`src/rtl/vga_pkg.sv`:
```
// Shared definitions for the VGA video-RAM arbiter.
//   VGA_ADDR_W / VGA_DATA_W : default VRAM address / pixel widths
//   R_MSB / G_MSB / B_MSB   : top bit of each colour field in an RRRGGGBB pixel
//   ST_*                    : arbiter FSM state encodings
package vga_pkg;
  localparam int VGA_ADDR_W = 15;
  localparam int VGA_DATA_W = 8;

  localparam int R_MSB = 7;
  localparam int G_MSB = 4;
  localparam int B_MSB = 1;

  localparam logic [2:0] ST_IDLE = 3'd0;
  localparam logic [2:0] ST_DRD  = 3'd1;
  localparam logic [2:0] ST_DCAP = 3'd2;
  localparam logic [2:0] ST_HWR  = 3'd3;
  localparam logic [2:0] ST_HRD  = 3'd4;
  localparam logic [2:0] ST_HCAP = 3'd5;
  localparam logic [2:0] ST_HACK = 3'd6;
endpackage

```
`src/rtl/vga_vram_arbiter_if.sv`:
```
// Host read/write port of the VRAM arbiter.
//   host_req/host_we/host_addr/host_wdata : request, held until host_ack
//   host_ack   : one-cycle completion pulse
//   host_rdata : read data, valid with host_ack, held until next read ack
// master = host side, slave = arbiter side.
interface vga_vram_arbiter_if #(
  parameter int ADDR_W = 15,
  parameter int DATA_W = 8
);
  logic              host_req;
  logic              host_we;
  logic [ADDR_W-1:0] host_addr;
  logic [DATA_W-1:0] host_wdata;
  logic              host_ack;
  logic [DATA_W-1:0] host_rdata;

  modport master (
    output host_req, host_we, host_addr, host_wdata,
    input  host_ack, host_rdata
  );

  modport slave (
    input  host_req, host_we, host_addr, host_wdata,
    output host_ack, host_rdata
  );
endinterface

```
`src/rtl/vga_vram_arbiter.sv`:
```
// Single-port VRAM arbiter: display fetch has absolute priority, host
// read/write fills idle cycles.
//   clk, reset          : 100 MHz clock, async active-high reset
//   pix_en, disp_active, disp_addr : pixel tick + visible flag + address
//   pixel_rgb           : registered RRRGGGBB pixel to the colour pins
//   underrun/underrun_clr : sticky display-overrun flag and its clear
//   host                : host port (vga_vram_arbiter_if.slave)
//   mem_addr/mem_we/mem_wdata/mem_rdata : VRAM port, 1-cycle read latency
// Build option: VRAM_BLANK_ONLY_EN restricts host grants to blanking time.
import vga_pkg::*;

module vga_vram_arbiter #(
  parameter int ADDR_W = VGA_ADDR_W,
  parameter int DATA_W = VGA_DATA_W
) (
  input  logic              clk,
  input  logic              reset,
  input  logic              pix_en,
  input  logic              disp_active,
  input  logic [ADDR_W-1:0] disp_addr,
  output logic [DATA_W-1:0] pixel_rgb,
  output logic              underrun,
  input  logic              underrun_clr,
  vga_vram_arbiter_if.slave host,
  output logic [ADDR_W-1:0] mem_addr,
  output logic              mem_we,
  output logic [DATA_W-1:0] mem_wdata,
  input  logic [DATA_W-1:0] mem_rdata
);

  logic [2:0]        state, state_nxt;
  logic              disp_pend;
  logic [ADDR_W-1:0] disp_addr_q;
  logic              disp_take;
  logic              host_ok;
  logic [DATA_W-1:0] host_rdata_q;

  assign disp_take = pix_en & disp_active;

`ifdef VRAM_BLANK_ONLY_EN
  // Last disp_active seen on a pixel tick; host is only granted in blanking.
  logic active_q;
  always_ff @(posedge clk or posedge reset) begin
    if (reset)       active_q <= 1'b0;
    else if (pix_en) active_q <= disp_active;
  end
  assign host_ok = ~active_q;
`else
  assign host_ok = 1'b1;
`endif

  // IDLE also looks at the live tick so a pixel arriving together with a
  // host request wins; otherwise the host could steal the slot and push the
  // fetch past the 5-cycle bound.
  always_comb begin
    state_nxt = ST_IDLE;
    case (state)
      ST_IDLE: begin
        if (disp_pend || disp_take)        state_nxt = ST_DRD;
        else if (host.host_req && host_ok) state_nxt = host.host_we ? ST_HWR : ST_HRD;
        else                               state_nxt = ST_IDLE;
      end
      ST_DRD:  state_nxt = ST_DCAP;
      ST_DCAP: state_nxt = ST_IDLE;
      ST_HWR:  state_nxt = ST_HACK;
      ST_HRD:  state_nxt = ST_HCAP;
      ST_HCAP: state_nxt = ST_HACK;
      ST_HACK: state_nxt = ST_IDLE;
      default: state_nxt = ST_IDLE;
    endcase
  end

  always_ff @(posedge clk or posedge reset) begin
    if (reset) state <= ST_IDLE;
    else       state <= state_nxt;
  end

  // Pending display request. A new tick in the same cycle as the DRD clear
  // must survive, so the set is written last.
  always_ff @(posedge clk or posedge reset) begin
    if (reset) begin
      disp_pend   <= 1'b0;
      disp_addr_q <= '0;
      underrun    <= 1'b0;
    end else begin
      if (state == ST_DRD) disp_pend <= 1'b0;
      if (disp_take) begin
        disp_addr_q <= disp_addr;
        disp_pend   <= 1'b1;
      end
      if (disp_take && disp_pend) underrun <= 1'b1;
      else if (underrun_clr)      underrun <= 1'b0;
    end
  end

  // Blanking is the newer event, so it overrides a capture in the same cycle.
  always_ff @(posedge clk or posedge reset) begin
    if (reset) begin
      pixel_rgb <= '0;
    end else begin
      if (state == ST_DCAP)       pixel_rgb <= mem_rdata;
      if (pix_en && !disp_active) pixel_rgb <= '0;
    end
  end

  always_ff @(posedge clk or posedge reset) begin
    if (reset)                 host_rdata_q <= '0;
    else if (state == ST_HCAP) host_rdata_q <= mem_rdata;
  end

  assign host.host_rdata = host_rdata_q;
  assign host.host_ack   = (state == ST_HACK);

  // Memory port decoded from state so reset drops mem_we asynchronously.
  always_comb begin
    mem_addr  = '0;
    mem_we    = 1'b0;
    mem_wdata = '0;
    case (state)
      ST_DRD: mem_addr = disp_addr_q;
      ST_HRD: mem_addr = host.host_addr;
      ST_HWR: begin
        mem_addr  = host.host_addr;
        mem_we    = 1'b1;
        mem_wdata = host.host_wdata;
      end
      default: ;
    endcase
  end

endmodule

```
`src/flat_wrapper.sv`:
```
// flat-port wrapper written by rule: the top's interface ports become plain ports
module vga_vram_arbiter_flat 
#(
  parameter int ADDR_W = VGA_ADDR_W,
  parameter int DATA_W = VGA_DATA_W
)
  (clk, reset, pix_en, disp_active, disp_addr, pixel_rgb, underrun, underrun_clr, mem_addr, mem_we, mem_wdata, mem_rdata, host_host_req, host_host_we, host_host_addr, host_host_wdata, host_host_ack, host_host_rdata);
  vga_vram_arbiter_if #(.ADDR_W(ADDR_W), .DATA_W(DATA_W)) host_i ();
  input  logic clk;
  input  logic reset;
  input  logic pix_en;
  input  logic disp_active;
  input  logic [ADDR_W-1:0] disp_addr;
  output logic [DATA_W-1:0] pixel_rgb;
  output logic underrun;
  input  logic underrun_clr;
  output logic [ADDR_W-1:0] mem_addr;
  output logic mem_we;
  output logic [DATA_W-1:0] mem_wdata;
  input  logic [DATA_W-1:0] mem_rdata;
  input wire logic [$bits(host_i.host_req)-1:0] host_host_req;
  input wire logic [$bits(host_i.host_we)-1:0] host_host_we;
  input wire logic [$bits(host_i.host_addr)-1:0] host_host_addr;
  input wire logic [$bits(host_i.host_wdata)-1:0] host_host_wdata;
  output wire logic [$bits(host_i.host_ack)-1:0] host_host_ack;
  output wire logic [$bits(host_i.host_rdata)-1:0] host_host_rdata;
  assign host_i.host_req = host_host_req;
  assign host_i.host_we = host_host_we;
  assign host_i.host_addr = host_host_addr;
  assign host_i.host_wdata = host_host_wdata;
  assign host_host_ack = host_i.host_ack;
  assign host_host_rdata = host_i.host_rdata;
  vga_vram_arbiter #(.ADDR_W(ADDR_W), .DATA_W(DATA_W)) u_core (.clk(clk), .reset(reset), .pix_en(pix_en), .disp_active(disp_active), .disp_addr(disp_addr), .pixel_rgb(pixel_rgb), .underrun(underrun), .underrun_clr(underrun_clr), .host(host_i), .mem_addr(mem_addr), .mem_we(mem_we), .mem_wdata(mem_wdata), .mem_rdata(mem_rdata));
endmodule
```
`config.mk`:
```
export PLATFORM = sky130hd
export DESIGN_NAME = vga_vram_arbiter_flat
export DESIGN_NICKNAME = d
export VERILOG_FILES = /design/src/rtl/vga_pkg.sv /design/src/rtl/vga_vram_arbiter_if.sv /design/src/rtl/vga_vram_arbiter.sv /design/src/flat_wrapper.sv
export SDC_FILE = /design/constraint.sdc
export NUM_CORES = 1
export LEC_CHECK = 0
export BUFFER_PORTS_ARGS = -buffer_cell sky130_fd_sc_hd__buf_4
export CAP_MARGIN = 15
export CORE_MARGIN = 1.5
export CORE_UTILIZATION = 44
export DETAILED_ROUTE_END_ITERATION = 10
export GPL_ROUTABILITY_DRIVEN = 0
export GPL_TIMING_DRIVEN = 0
export PLACE_DENSITY = 0.79
export REMOVE_ABC_BUFFERS = 1
export SYNTH_ARGS = -nofsm -noshare
export SYNTH_HDL_FRONTEND = slang
export SYNTH_SLANG_ARGS = --single-unit
```
`constraint.sdc`:
```
create_clock -name clk -period 1.6 [get_ports clk]
set_input_delay 0.16 -clock clk [delete_from_list [all_inputs] [get_ports clk]]
set_output_delay 0.16 -clock clk [all_outputs]
set_load 0.02 [all_outputs]
```
==> results.yml, run 1 <==
die:
  coreArea_mm2: 0.00409
  ios: 95
  die_h_um: 68.8
  die_area_mm2: 0.00474
  die_x_um: 68.8
  start_util_pct: 46.7
  std_cell_rows: 23
sta:
  max_slew_margin_pct: 54.7
  fin_crit_sh_pct: 106
  hold_viol: 0
  fin_crit_ns: 1.69
  setup_viol: 16
  layout_setup_ws_ns: -0.0901
  max_freq_mhz: 592
  worst_pin_slew_ns: 0.679
  slew_violations: 0
  rsz0062_at_grt: "true"
  fin_skew_ns: 0.00502
run_status:
  status: "finished with violations"
  violations: "negative setup slack"
logic_synthesis:
  yosysTopAreaCell: "dfrtp_1"
  ys_async_sr_fraction_pct: 100
  synth-seq-cells: 36
  syn_inst: 160
  syn_area_mm2: 0.00191
  ys_seq_area_share_pct: 47.2
  ys.warnings.count: 0
  synth_edf_count: 0
  synthTopCellsByArea: "dfrtp_1, mux2_2, o2bb2ai_2, a22oi_1, nand2_1"
  dominantRegCellSynth: "dfrtp_1"
  synth_top_area_share_pct: 47.2
  syn_area_per_cell_um2: 11.9
  yosys.cell_types.count: 30
power:
  ir_worst_vdd_mv: 1.06
  power.total_w: 0.00542
  p_leak_nw: 1.38
  power_density_mw_per_mm2: 1800
routing:
  wl_met1_mm: 2.04
  topRoutingLayerUsed: "met4"
  wl_mm: 5.50
  wire_per_inst_um: 17.6
  dr_total_vias: 1707
  first_pass_iters: 4
  wl_met3_um: 584
  postRouteAntennaNets: 0
  met2_length_mm: 2.80
  via_per_inst: 5.45
  drt_iter0_drc: 64
  drc: 0
worst_hold_path:
  hp-class: "primary input to flop"
worst_setup_path:
  cp-start-kind: "flop"
  critPathCaptureType: "output port"
  cp_data_required_time_ns: 1.44
  crit_fanout: 8
  criticalPathCategory: "flop to output port"
  cp.arrival_ns: 1.53
cts:
  cts-buffers-inserted: 5
  path_clk_slew_ns: 0.07
  clockBufferDepth: 2
  cts_tree: "done"
  worstSkewPairLatency_ns: 0.28
  htree_levels: 2
  clock-sinks: 36
  cts_root_buf: "clkbuf_8"
finish:
  layout_common_cells: "buf_4, dfrtp_1, mux2_2"
  antenna_cells: 0
  area_delta_synth_final_pct: 57.9
  nNetsFinal: 316
  n_fill_cell: 280
  drive_gt1_share_pct: 66.2
  final_common_cell: "buf_4"
global_routing:
  antenna_found_initial: 0
  grt_use_total_pct: 23.3
  overflow: 0
  grt_pass1_vias: 1595
  grt_max_degree: 22
  grt_pass1_wl_mm: 7.96
place:
  io_buffers: 94
  dp_hpwl_mm: 3.38
  pre_cts_ws_ns: -0.416
flow_run:
  maxCapViolCount: 0
area by class of cell:
cell class	count	area, um^2	area share (%)
sequential	36	907	30.1
multi-input combinational	111	1020	33.9
clock buffer	7	96.3	3.20
inverter	3	11.3	0.374
timing repair buffer	106	915	30.4
tap	50	62.6	2.08
logic make-up (layout without fill, tap and decap cells):
logic type	Yosys count	count (layout)	synth area share, %
AOI/OAI and AO/OA	44	44	20.2
and+or+nand+nor	40	44	12.4
DFF	36	36	47.2
muxes	23	23	13.6
buffers and inverters	17	116	6.56
Yosys cell counts, drive strengths merged, types with 2 or more instances:
cell	n
inv	3
o2bb2ai	15
a21oi	8
mux2	23
nand3	2
o21ai	2
nor2b	4
and2	2
a211oi	2
nand2	20
a22oi	15
and3	8
buf	13
dfrtp	36
nor3b	2
worst max-delay path, cell delays in order (launching register included):
cell       delay, ns
dfrtp_2         0.42
nor2b_4         0.29
and2_4          0.27
o2bb2ai_2       0.13
buf_6           0.14
metal layers:
metal | global-route usage [%] | vias to the layer above
met5 | 0 | -
met1 | 25.6 | 818
met4 | 7.35 | 0
li1 | - | 800
met2 | 41.6 | 81
met3 | 8.77 | 8
state kept, by name, summed over array words and instances, names as in the netlist:
register / flops
u_core.underrun: 1
u_core.pixel_rgb: 8
u_core.state: 3
u_core.disp_addr_q: 15
u_core.host.host_rdata: 8
u_core.disp_pend: 1
timing repair:
item	4_1_cts	5_1_grt
buffers inserted	9	0
setup endpoints to repair	42	24
resized for setup	38	4
cloned	5	0
hold endpoints to repair	7	0
pin swaps	8	8
hold buffers	1	0
worst paths after layout:
path | slack, ns | startpoint | cells after the start | to
min reg2reg | 0.51 | u_core.host.host_rdata[0] | 1 | u_core.host.host_rdata[0]
max | -0.09 | u_core.state[0] | 4 | mem_addr[3]
min in group asynchronous | 0.56 | reset | 3 | u_core.host.host_rdata[5]
min | 0.07 | underrun_clr | 2 | u_core.underrun
max reg2reg | 0.12 | u_core.state[0] | 4 | u_core.pixel_rgb[0]
max in group asynchronous | 0.50 | reset | 4 | u_core.state[0]
power by group:
part           internal [W]  switching, W  leakage (nW)
Sequential          0.00123      0.000271         0.433
Clock              0.000384      0.000311        0.0503
Combinational       0.00160       0.00162         0.899
metrics by stage:
stage	setup TNS [ns]	hold WS (ns)	util [%]	instance area, um^2	std cells
6_report	-0.976	0.0688	73.7	3010	313
2_1_floorplan	-1.08	0.267	-	1790	146
5_1_grt	-1.95	0.0738	73.7	3010	313
3_5_place_dp	-12.20	0.307	63.3	2590	291
4_1_cts	-0.872	0.0608	73.2	2990	313
3_3_place_gp	-11.27	0.363	62.7	2560	290
No activity file was read; power rests on OpenSTA's default activity.
==> run 2, diff against run 1 <==
- SKIP_LAST_GASP: unset -> 1
==> run 2 against run 1 <==
Net effect: the run still ends with negative setup slack left; register-to-register slack about the same; design area down 0.50%; first-iteration DRC count up 25%; hold slack about the same; sequential share of layout area up 0.15 points; die area unchanged; total power down 0.58%; clock power about the same; cell count unchanged; critical path depth unchanged; clock skew about the same; largest power group unchanged.
==> results.yml, run 2 (synthesized netlist as in run 1, its figures left out) <==
die:
  die_x_um: 68.8
  ios: 95
  die_area_mm2: 0.00474
  start_util_pct: 46.7
  std_cell_rows: 23
  coreArea_mm2: 0.00409
  die_h_um: 68.8
worst_setup_path:
  cp_data_required_time_ns: 1.44
  rrSetupSlack_ns: 0.13
  cp-start-kind: "flop"
  critPathCaptureType: "output port"
  cp.arrival_ns: 1.53
  path_delay_family: "simple AND/OR/NAND/NOR gates"
  path_buf_inv: 1
  crit_chain: "nor2b_4 -> and2_4 -> o2bb2ai_2 -> buf_6"
  crit_fanout: 8
  crit_path_max_incr_delay_ns: 0.42
  slowest_stage: "dfrtp_2"
  criticalPathCategory: "flop to output port"
global_routing:
  antenna_found_initial: 0
  grt_use_total_pct: 23.3
  overflow: 0
  grt_max_degree: 22
  grt_pass1_wl_mm: 7.92
  grt_pass1_vias: 1594
routing:
  drt_iter0_drc: 80
  via_per_inst: 5.46
  wire_per_inst_um: 17.5
  topRoutingLayerUsed: "met4"
  wl_met3_um: 586
  postRouteAntennaNets: 0
  wl_met1_mm: 2.06
  wl_mm: 5.48
  met2_length_mm: 2.77
  drc: 0
  dr_total_vias: 1708
  first_pass_iters: 4
sta:
  worst_pin_slew_ns: 0.688
  max_freq_mhz: 592
  fin_skew_ns: 0.00497
  hold_viol: 0
  fin_crit_ns: 1.69
  slew_violations: 0
  fin_crit_sh_pct: 106
  layout_setup_ws_ns: -0.0902
  setup_viol: 17
  max_slew_margin_pct: 54.1
  rsz0062_at_grt: "true"
finish:
  design_area_mm2: 0.00300
  post-route-util_pct: 73.3
  layout_common_cells: "buf_4, dfrtp_1, mux2_2"
  regMostFlops: "u_core.disp_addr_q"
  largest_reg_flops: 15
  drive_gt1_share_pct: 65.8
  n_fill_cell: 285
  antenna_cells: 0
  area_delta_synth_final_pct: 57.2
  final_common_cell: "buf_4"
  nNetsFinal: 316
cts:
  worstSkewPairLatency_ns: 0.28
  clock-sinks: 36
  cts_root_buf: "clkbuf_8"
  clockBufferDepth: 2
  htree_levels: 2
  cts-buffers-inserted: 5
  path_clk_slew_ns: 0.07
  cts_tree: "done"
run_status:
  status: "finished with violations"
  violations: "negative setup slack"
place:
  dp_hpwl_mm: 3.38
  io_buffers: 94
  dpl_cell_area_mm2: 0.00259
power:
  ir_worst_vdd_mv: 1.06
  power_density_mw_per_mm2: 1800
  p_leak_nw: 1.38
flow_run:
  maxCapViolCount: 0
worst_hold_path:
  hp-class: "primary input to flop"
[run 2: path summary, 6_finish.rpt]
path                                      startpoint                   endpoint  depth (start not counted)
min reg2reg                u_core.host.host_rdata[0]  u_core.host.host_rdata[0]                          1
max reg2reg                          u_core.state[0]        u_core.pixel_rgb[0]                          4
max                                  u_core.state[0]                mem_addr[3]                          4
max in group asynchronous                      reset            u_core.state[0]                          4
min in group asynchronous                      reset  u_core.host.host_rdata[5]                          3
min                                     underrun_clr            u_core.underrun                          2
[run 2: report_power, final]
group | internal [W] | total, W | switching [W]
logic | 0.00158 | 0.00319 | 0.00161
registers | 0.00123 | 0.00150 | 0.000271
clock network | 0.000384 | 0.000694 | 0.000311
[run 2: cell type report]
cell class / count / area, um^2 / share of cell area, %
Inverter: 3 / 11.3 / 0.376
Multi-Input combinational cell: 111 / 1010 / 33.7
Sequential cell: 36 / 907 / 30.3
Tap cell: 50 / 62.6 / 2.09
Timing Repair Buffer: 106 / 911 / 30.4
Clock buffer: 7 / 96.3 / 3.22
[run 2: metal layers]
layer,GRT usage [%],vias up
met5,0,-
met4,7.35,0
met3,8.77,8
met2,41.7,81
met1,25.3,819
li1,-,800
[run 2: through the flow]
step                      power, W  TNS [ns]  worst slack (ns)  instances  hold slack, ns
final                      0.00539     -1.04           -0.0902        313          0.0688
after floorplan            0.00298     -1.08            -0.107        146           0.267
after CTS                  0.00536    -0.878           -0.0707        313          0.0608
after global placement     0.00396    -11.27            -0.400        290           0.363
after global routing       0.00567     -2.15            -0.137        313          0.0738
after detailed placement   0.00401    -12.20            -0.416        291           0.307
[run 2: timing repair]
| item | 4_1_cts | 5_1_grt |
|---|---|---|
| endpoints found under the setup margin | 42 | 24 |
| pin swaps | 8 | 8 |
| resized for setup | 36 | 3 |
| cloned | 5 | 0 |
| hold buffers | 1 | 0 |
| buffers inserted | 9 | 0 |
| endpoints found under the hold margin | 7 | 0 |
